## src/rtl/nested_loop_counter_if.sv

```systemverilog
// Control, bound and index bundle for the nested loop counter.
// The master side drives start, abort, enable and the end numbers; the slave side is the counter.
interface nested_loop_counter_if #(
  parameter int NUM_LEVELS = 3,
  parameter int BITS       = 20
);
  logic                       start;
  logic                       abort;
  logic                       enable;
  logic [NUM_LEVELS*BITS-1:0] final_numbers;
  logic [NUM_LEVELS*BITS-1:0] cnt_q;
  logic [NUM_LEVELS-1:0]      last;
  logic                       busy;
  logic                       done;

  modport master (
    output start, abort, enable, final_numbers,
    input  cnt_q, last, busy, done
  );

  modport slave (
    input  start, abort, enable, final_numbers,
    output cnt_q, last, busy, done
  );
endinterface

```

## src/rtl/nested_loop_counter.sv

```systemverilog
// Cascaded loop index generator: level 0 is innermost, and each level wraps at its own
// latched end number and carries into the next level. A pass ends when every level is last.
module nested_loop_counter #(
  parameter int NUM_LEVELS = 3,
  parameter int BITS       = 20,
  parameter bit CONTINUOUS = 1'b0
) (
  input logic             clk,
  input logic             reset,
  nested_loop_counter_if.slave bus
);
  localparam logic [BITS-1:0]            ZERO_C     = BITS'(0);
  localparam logic [BITS-1:0]            ONE_C      = BITS'(1);
  localparam logic [NUM_LEVELS*BITS-1:0] CNT_ZERO_C = {NUM_LEVELS{ZERO_C}};
  localparam logic [NUM_LEVELS*BITS-1:0] END_RST_C  = {NUM_LEVELS{ONE_C}};

  typedef enum logic [0:0] {
    ST_IDLE = 1'b0,
    ST_RUN  = 1'b1
  } state_e;

  state_e                     state_q, state_d;
  logic [NUM_LEVELS*BITS-1:0] cnt_q, cnt_d;
  logic [NUM_LEVELS*BITS-1:0] end_q, end_d;
  logic                       busy_q, busy_d;
  logic                       done_q, done_d;
  logic [NUM_LEVELS-1:0]      last_s;
  logic [NUM_LEVELS-1:0]      step_s;
  logic                       all_last_s;

  // Per-level terminal flags and the carry chain; a level steps only if all inner levels are last.
  always_comb begin
    logic carry_v;
    carry_v = 1'b1;
    last_s  = {NUM_LEVELS{1'b0}};
    step_s  = {NUM_LEVELS{1'b0}};
    for (int k = 0; k < NUM_LEVELS; k++) begin
      last_s[k] = (cnt_q[k*BITS +: BITS] == (end_q[k*BITS +: BITS] - ONE_C));
      step_s[k] = carry_v;
      carry_v   = carry_v & last_s[k];
    end
    all_last_s = carry_v;
  end

  // Control FSM next state, bound latching and counter stepping.
  always_comb begin
    state_d = state_q;
    cnt_d   = cnt_q;
    end_d   = end_q;
    done_d  = 1'b0;
    case (state_q)
      ST_IDLE: begin
        if (bus.start) begin
          // A zero end number would have no valid index, so it is treated as a single iteration.
          for (int k = 0; k < NUM_LEVELS; k++) begin
            if (bus.final_numbers[k*BITS +: BITS] == ZERO_C) begin
              end_d[k*BITS +: BITS] = ONE_C;
            end else begin
              end_d[k*BITS +: BITS] = bus.final_numbers[k*BITS +: BITS];
            end
          end
          cnt_d   = CNT_ZERO_C;
          state_d = ST_RUN;
        end else begin
          state_d = ST_IDLE;
        end
      end
      ST_RUN: begin
        if (bus.abort) begin
          cnt_d   = CNT_ZERO_C;
          state_d = ST_IDLE;
        end else if (bus.enable) begin
          for (int k = 0; k < NUM_LEVELS; k++) begin
            if (step_s[k]) begin
              if (last_s[k]) begin
                cnt_d[k*BITS +: BITS] = ZERO_C;
              end else begin
                cnt_d[k*BITS +: BITS] = cnt_q[k*BITS +: BITS] + ONE_C;
              end
            end else begin
              cnt_d[k*BITS +: BITS] = cnt_q[k*BITS +: BITS];
            end
          end
          if (all_last_s) begin
            done_d = 1'b1;
            if (CONTINUOUS) begin
              state_d = ST_RUN;
            end else begin
              state_d = ST_IDLE;
            end
          end else begin
            state_d = ST_RUN;
          end
        end else begin
          state_d = ST_RUN;
        end
      end
      default: begin
        cnt_d   = CNT_ZERO_C;
        state_d = ST_IDLE;
      end
    endcase
    busy_d = (state_d == ST_RUN);
  end

  // State, bounds, counters and registered status flags.
  always_ff @(posedge clk or posedge reset) begin
    if (reset) begin
      state_q <= ST_IDLE;
      cnt_q   <= CNT_ZERO_C;
      end_q   <= END_RST_C;
      busy_q  <= 1'b0;
      done_q  <= 1'b0;
    end else begin
      state_q <= state_d;
      cnt_q   <= cnt_d;
      end_q   <= end_d;
      busy_q  <= busy_d;
      done_q  <= done_d;
    end
  end

  assign bus.cnt_q = cnt_q;
  assign bus.last  = last_s;
  assign bus.busy  = busy_q;
  assign bus.done  = done_q;
endmodule

```

## src/flat_wrapper.sv

```systemverilog
// flat-port wrapper written by rule: the top's interface ports become plain ports
module nested_loop_counter_flat 
#(
  parameter int NUM_LEVELS = 3,
  parameter int BITS       = 20,
  parameter bit CONTINUOUS = 1'b0
)
  (clk, reset, bus_start, bus_abort, bus_enable, bus_final_numbers, bus_cnt_q, bus_last, bus_busy, bus_done);
  nested_loop_counter_if #(.NUM_LEVELS(NUM_LEVELS), .BITS(BITS)) bus_i ();
  input logic clk;
  input logic reset;
  input wire logic [$bits(bus_i.start)-1:0] bus_start;
  input wire logic [$bits(bus_i.abort)-1:0] bus_abort;
  input wire logic [$bits(bus_i.enable)-1:0] bus_enable;
  input wire logic [$bits(bus_i.final_numbers)-1:0] bus_final_numbers;
  output wire logic [$bits(bus_i.cnt_q)-1:0] bus_cnt_q;
  output wire logic [$bits(bus_i.last)-1:0] bus_last;
  output wire logic [$bits(bus_i.busy)-1:0] bus_busy;
  output wire logic [$bits(bus_i.done)-1:0] bus_done;
  assign bus_i.start = bus_start;
  assign bus_i.abort = bus_abort;
  assign bus_i.enable = bus_enable;
  assign bus_i.final_numbers = bus_final_numbers;
  assign bus_cnt_q = bus_i.cnt_q;
  assign bus_last = bus_i.last;
  assign bus_busy = bus_i.busy;
  assign bus_done = bus_i.done;
  nested_loop_counter #(.NUM_LEVELS(NUM_LEVELS), .BITS(BITS), .CONTINUOUS(CONTINUOUS)) u_core (.clk(clk), .reset(reset), .bus(bus_i));
endmodule
```

## config.mk

```make
export PLATFORM = sky130hd
export DESIGN_NAME = nested_loop_counter_flat
export DESIGN_NICKNAME = d
export VERILOG_FILES = /design/src/rtl/nested_loop_counter_if.sv /design/src/rtl/nested_loop_counter.sv /design/src/flat_wrapper.sv
export SDC_FILE = /design/constraint.sdc
export NUM_CORES = 1
export LEC_CHECK = 0
export ABC_AREA = 1
export CELL_PAD_IN_SITES_DETAIL_PLACEMENT = 0
export CELL_PAD_IN_SITES_GLOBAL_PLACEMENT = 1
export CORE_UTILIZATION = 36
export CTS_CLUSTER_DIAMETER = 100
export DETAILED_ROUTE_END_ITERATION = 12
export PLACE_DENSITY = 0.84
export SYNTH_ARGS = -nofsm -noshare
export SYNTH_HDL_FRONTEND = slang
export SYNTH_SLANG_ARGS = --single-unit
```

## constraint.sdc

```tcl
create_clock -name clk -period 4.8 [get_ports clk]
set_clock_uncertainty 0.15 [all_clocks]
set_input_delay 1.2 -clock clk [delete_from_list [all_inputs] [get_ports clk]]
set_output_delay 1.2 -clock clk [all_outputs]
set_load 0.01 [all_outputs]
```

# After elaboration in Yosys (flattened, before gate mapping)
# Index checks and enable logic that the tools add are counted.
# op_classes
reduce_logical	7
bitwise_logic	3
add_sub_neg	6
mux	21
n_eq_ne	7
# op_table
op	count
60-bit two-way mux	3
20-bit two-way mux	8
60-bit case mux with 2 select lines	1
20-bit by 1-bit adder with 20-bit output (second input constant)	3
20-bit == test	3
20-bit zero test	3
20-bit by 1-bit subtractor with 20-bit output (second input constant)	3
3-bit inequality test (second input constant)	3
1-bit two-way mux	8
3-bit AND reduction	2
2-bit AND reduction	2
1-bit AND	2
2-bit inequality test (second input constant)	1
1-bit case mux with 2 select lines	1
1-bit NOT	1
# totals
reg_bits	122
output_inout_bits	65
inputBits	65

# Logic depth before layout (Yosys ltp)
# depth
word_depth	8
mapped_depth	19
ltp_nobuf	18

# Least setup slack after synthesis
# No wires, ideal clock.
# synth_path
path_kind	reg2out
start	register u_core.end_q[0]
end	output bus_last[0]
required_time_ns	3.450
path_slack_ns	1.615
n_path_buf	0
stages_incl_launch_ff	12
arrival_time_ns	1.835
cell_sequence	dfstp_2 > inv_1 > ha_1 > nand3_2 > inv_1 > nand2_1 > nor2_2 > nand2_1 > nand2_1 > nand2_1 > nand3_1 > nor4_1
# synth_via
elab_chain_cells	2
# synth_lines
element	line	rtl
start, declared	nested_loop_counter.sv:24	logic [NUM_LEVELS*BITS-1:0] end_q, end_d;
start signal, assigned	nested_loop_counter.sv:117	end_q <= end_d;
20-bit by 1-bit subtractor with 20-bit output	nested_loop_counter.sv:38	last_s[k] = (cnt_q[k*BITS +: BITS] == (end_q[k*BITS +: BITS] - ONE_C));
20-bit == test	nested_loop_counter.sv:38	
end, declared	flat_wrapper.sv:17	output wire logic [$bits(bus_i.last)-1:0] bus_last;
# No other way between the ends.

# Final worst setup path
# layout_path
start	register u_core.end_q[40]
end	output bus_last[2]
# Same word-level chain as after synthesis.

==> summary.md <==
| Metric | Value |
|---|---|
| Status | `finished, final reports clean` |
| Placed wire-length estimate | `20.8 mm` |
| Wire per inst | `14.4 um` |
| Crit path launch type | `flop` |
| Synth unique cells | `35` |
| Die width | `162 um` |
| Finished Layout Cells | `1875` |
| Post-synth top flop | `dfrtp_1` |
| Area growth, synth to finish | `24.0%` |
| Area leader, netlist | `dfrtp_1` |
| Top post-synthesis cells by count | `464 x nand2_1, 173 x nor2_1, 166 x inv_1` |
| Initial drt markers | `591` |
| Setup TNS | `0 ns` |
| Post-layout min period | `4.47 ns` |
| CTS resizes | `0` |
| Num Clock Sinks | `122` |
| Dpl ws | `0.844 ns` |
| Most common cell in the netlist | `nand2_1` |
| Share of cells above drive strength 1 | `5.70%` |
| CTS tree | `yes` |
| Core Area | `25100 um^2` |
| Placed insts | `1843` |
| Clk buf depth | `2` |
| ANT nets after route | `0` |
| Synthesis-stage register bit count | `122` |
| Hold crit path type | `reg -> reg` |
| WP data required | `3.45 ns` |
| Cts bufs inserted | `17` |
| Mux contribution to synthesized area | `0%` |
| Crit Path Category | `reg -> out` |
| Vias in the first global route | `8717` |
| Initial core utilization | `36.6%` |
| Crit path arrival time | `3.12 ns` |
| Layout Nets | `1603` |
| CP endpoint kind | `output pin` |
| Initial antenna violation count | `0` |
| Antenna Cells | `0` |
| Die ar. | `26200 um^2` |
| Sequential share of the synthesized area | `33.3%` |
| Final wirelength | `27.0 mm` |
| Util after Layout | `45.4%` |
| Rel. slew slack | `26.0%` |
| Leak Pwr | `5.34 nW` |
| Largest net degree at the start of global routing | `88` |
| Post-synthesis adder-cell area fraction | `0.817%` |
| Fin. max-slew vios | `0` |
| Placer Congestion | `0.904` |
| Setup ws final | `0.331 ns` |
| Root buffer selected by CTS | `clkbuf_16` |
| I/O pin total | `130` |
| Syn Area/Cell | `6.48 um^2` |
| Worst-path maximum fanout | `7` |
| Yosys top cell area share | `32.4%` |
| Chip Height | `162 um` |
| F_max | `224 MHz` |
| Power density over cell area | `333 nW/um^2` |
| Router iterations before antenna repair | `5` |
| Peak VDD IR | `0.190 mV` |
| Synth Area in Compound Gates | `4.92%` |
| XOR/XNOR Fraction of Synth Area | `8.58%` |
| Clk slew on worst S/H paths | `0.07 ns` |
| Hold Fails Final Rpt | `0` |
| Post-CTS Setup Bufs | `0` |
| Row Count | `58` |
| CTS H-tree depth | `4` |
| Cts hold-fix bufs | `0` |
| Maxcap violations | `0` |
| Post-synth ARST share | `100%` |
| DRC | `0` |
| Largest family of logic cells by synthesized area | `simple AND/OR/NAND/NOR gates` |
| YS warnings | `0` |
| Syn nets | `1489` |
| Mapped Cells | `1418` |
| Total GRT Usage | `21.4%` |
| Top post-synthesis cells by area | `dfrtp_1 32%, nand2_1 19%, nor2_1 7.1%` |
| Port bufs | `129` |
| Fill cells | `2640` |
| Mapped Area | `9190 um^2` |
| Later-pin clock latency in the skew report | `0.43 ns` |
| Grt ovf | `0` |
| DR vias/cell | `4.89` |
| Reg2reg setup slack | `1.60 ns` |
| Vias | `9164` |
| Post-layout power | `3.80 mW` |
| RSZ-0062 raised after global routing | `no` |
| Final setup viols | `0` |
| Post-synth EDFFs | `0` |
| Part of the cycle the worst path needs | `93.1%` |
| First-pass GRT wire length | `44.5 mm` |
| Worst slew pin tran | `1.11 ns` |
| Post-Synth Simple-Gate Area | `43.1%` |
==> cells by family after synthesis <==
kind of cell	after synthesis
compound gates	88
xor+xnor	90
fa+ha+maj	6
buf+inv	212
flops	122
simple gates	900
==> power breakdown <==
part	switching [mW]	internal (mW)
clock	0.521	0.900
combinational	0.692	0.383
sequential	0.153	1.15
total	1.37	2.43
==> placed cells by master, fill, tap and decap left out, types with 2 or more instances in the layout <==
master	netlist	routed
clkinvlp_4	0	3
nor2_2	19	19
nor2_1	173	172
nor3_1	22	22
nor4_1	17	17
o22ai_1	2	2
xnor2_1	33	33
clkinv_1	2	2
clkbuf_16	0	17
a21oi_1	4	3
inv_1	166	165
xor2_1	57	57
dfrtp_1	119	119
nand2_2	5	5
nand3b_1	33	33
inv_2	3	3
nor2_4	6	7
or2_2	2	2
nand2_1	464	464
nor3_2	2	2
nand3_1	123	123
dfstp_2	3	3
ha_1	6	6
nand2_4	2	2
clkbuf_8	0	2
bufinv_16	0	4
nand3_2	4	4
a22oi_1	2	2
clkdlybuf4s50_1	0	129
o21ai_0	62	62
nand4_1	26	26
buf_4	1	7
o21ai_1	17	17
clkinv_4	0	4
==> state kept, by name, indices dropped and copies added (netlist names) <==
| signal | flops |
|---|---|
| u_core.bus.cnt_q | 60 |
| u_core.bus.done | 1 |
| u_core.end_q | 60 |
| u_core.state_q | 1 |
==> metal layers <==
metal	wire, um	global-route usage [%]	share of wire [%]
met1	13000	29.2	48
met2	12600	35.1	47
met3	1030	3.93	3.8
met4	365	5.02	1.4
met5	0	0	0
==> critical path: stages, from the launching register on <==
cell	delay (ns)
dfstp_2	0.54
inv_1	0.09
ha_1	0.25
nand2_1	0.17
nor2_4	0.09
xor2_1	0.23
nand2_1	0.08
nor2_1	0.11
nand4_1	0.10
nor3_1	0.40
clkdlybuf4s50_1	0.64
==> worst paths after layout <==
check / start / endpoint / depth (start not counted)
min: u_core.end_q[59]$_DFFE_PP0P_ / u_core.end_q[59]$_DFFE_PP0P_ / 2
max reg2reg: u_core.end_q[0]$_DFFE_PP1P_ / u_core.bus.cnt_q[57]$_DFFE_PP0P_ / 15
max: u_core.end_q[40]$_DFFE_PP1P_ / bus_last[2] / 10
max in group asynchronous: reset / u_core.bus.cnt_q[11]$_DFFE_PP0P_ / 3
min in group asynchronous: reset / u_core.bus.cnt_q[26]$_DFFE_PP0P_ / 3
min reg2reg: u_core.end_q[59]$_DFFE_PP0P_ / u_core.end_q[59]$_DFFE_PP0P_ / 2
==> area by class of cell <==
cell class	count	area, um^2	area share, %
clock buffer	19	453	3.98
clock inverter	13	191	1.68
timing repair buffer	136	1340	11.8
multi-input combinational	1084	5290	46.4
sequential	122	3060	26.8
tap	330	413	3.63
inverter	171	644	5.66
==> stage by stage <==
stage | area [um^2] | hold WS (ns)
2_1_floorplan | 9190 | 0.311
3_3_place_gp | 10700 | 0.327
3_5_place_dp | 10700 | 0.334
4_1_cts | 11400 | 0.346
5_1_grt | 11400 | 0.376
6_report | 11400 | 0.345
No activity file was read; power rests on OpenSTA's default activity.
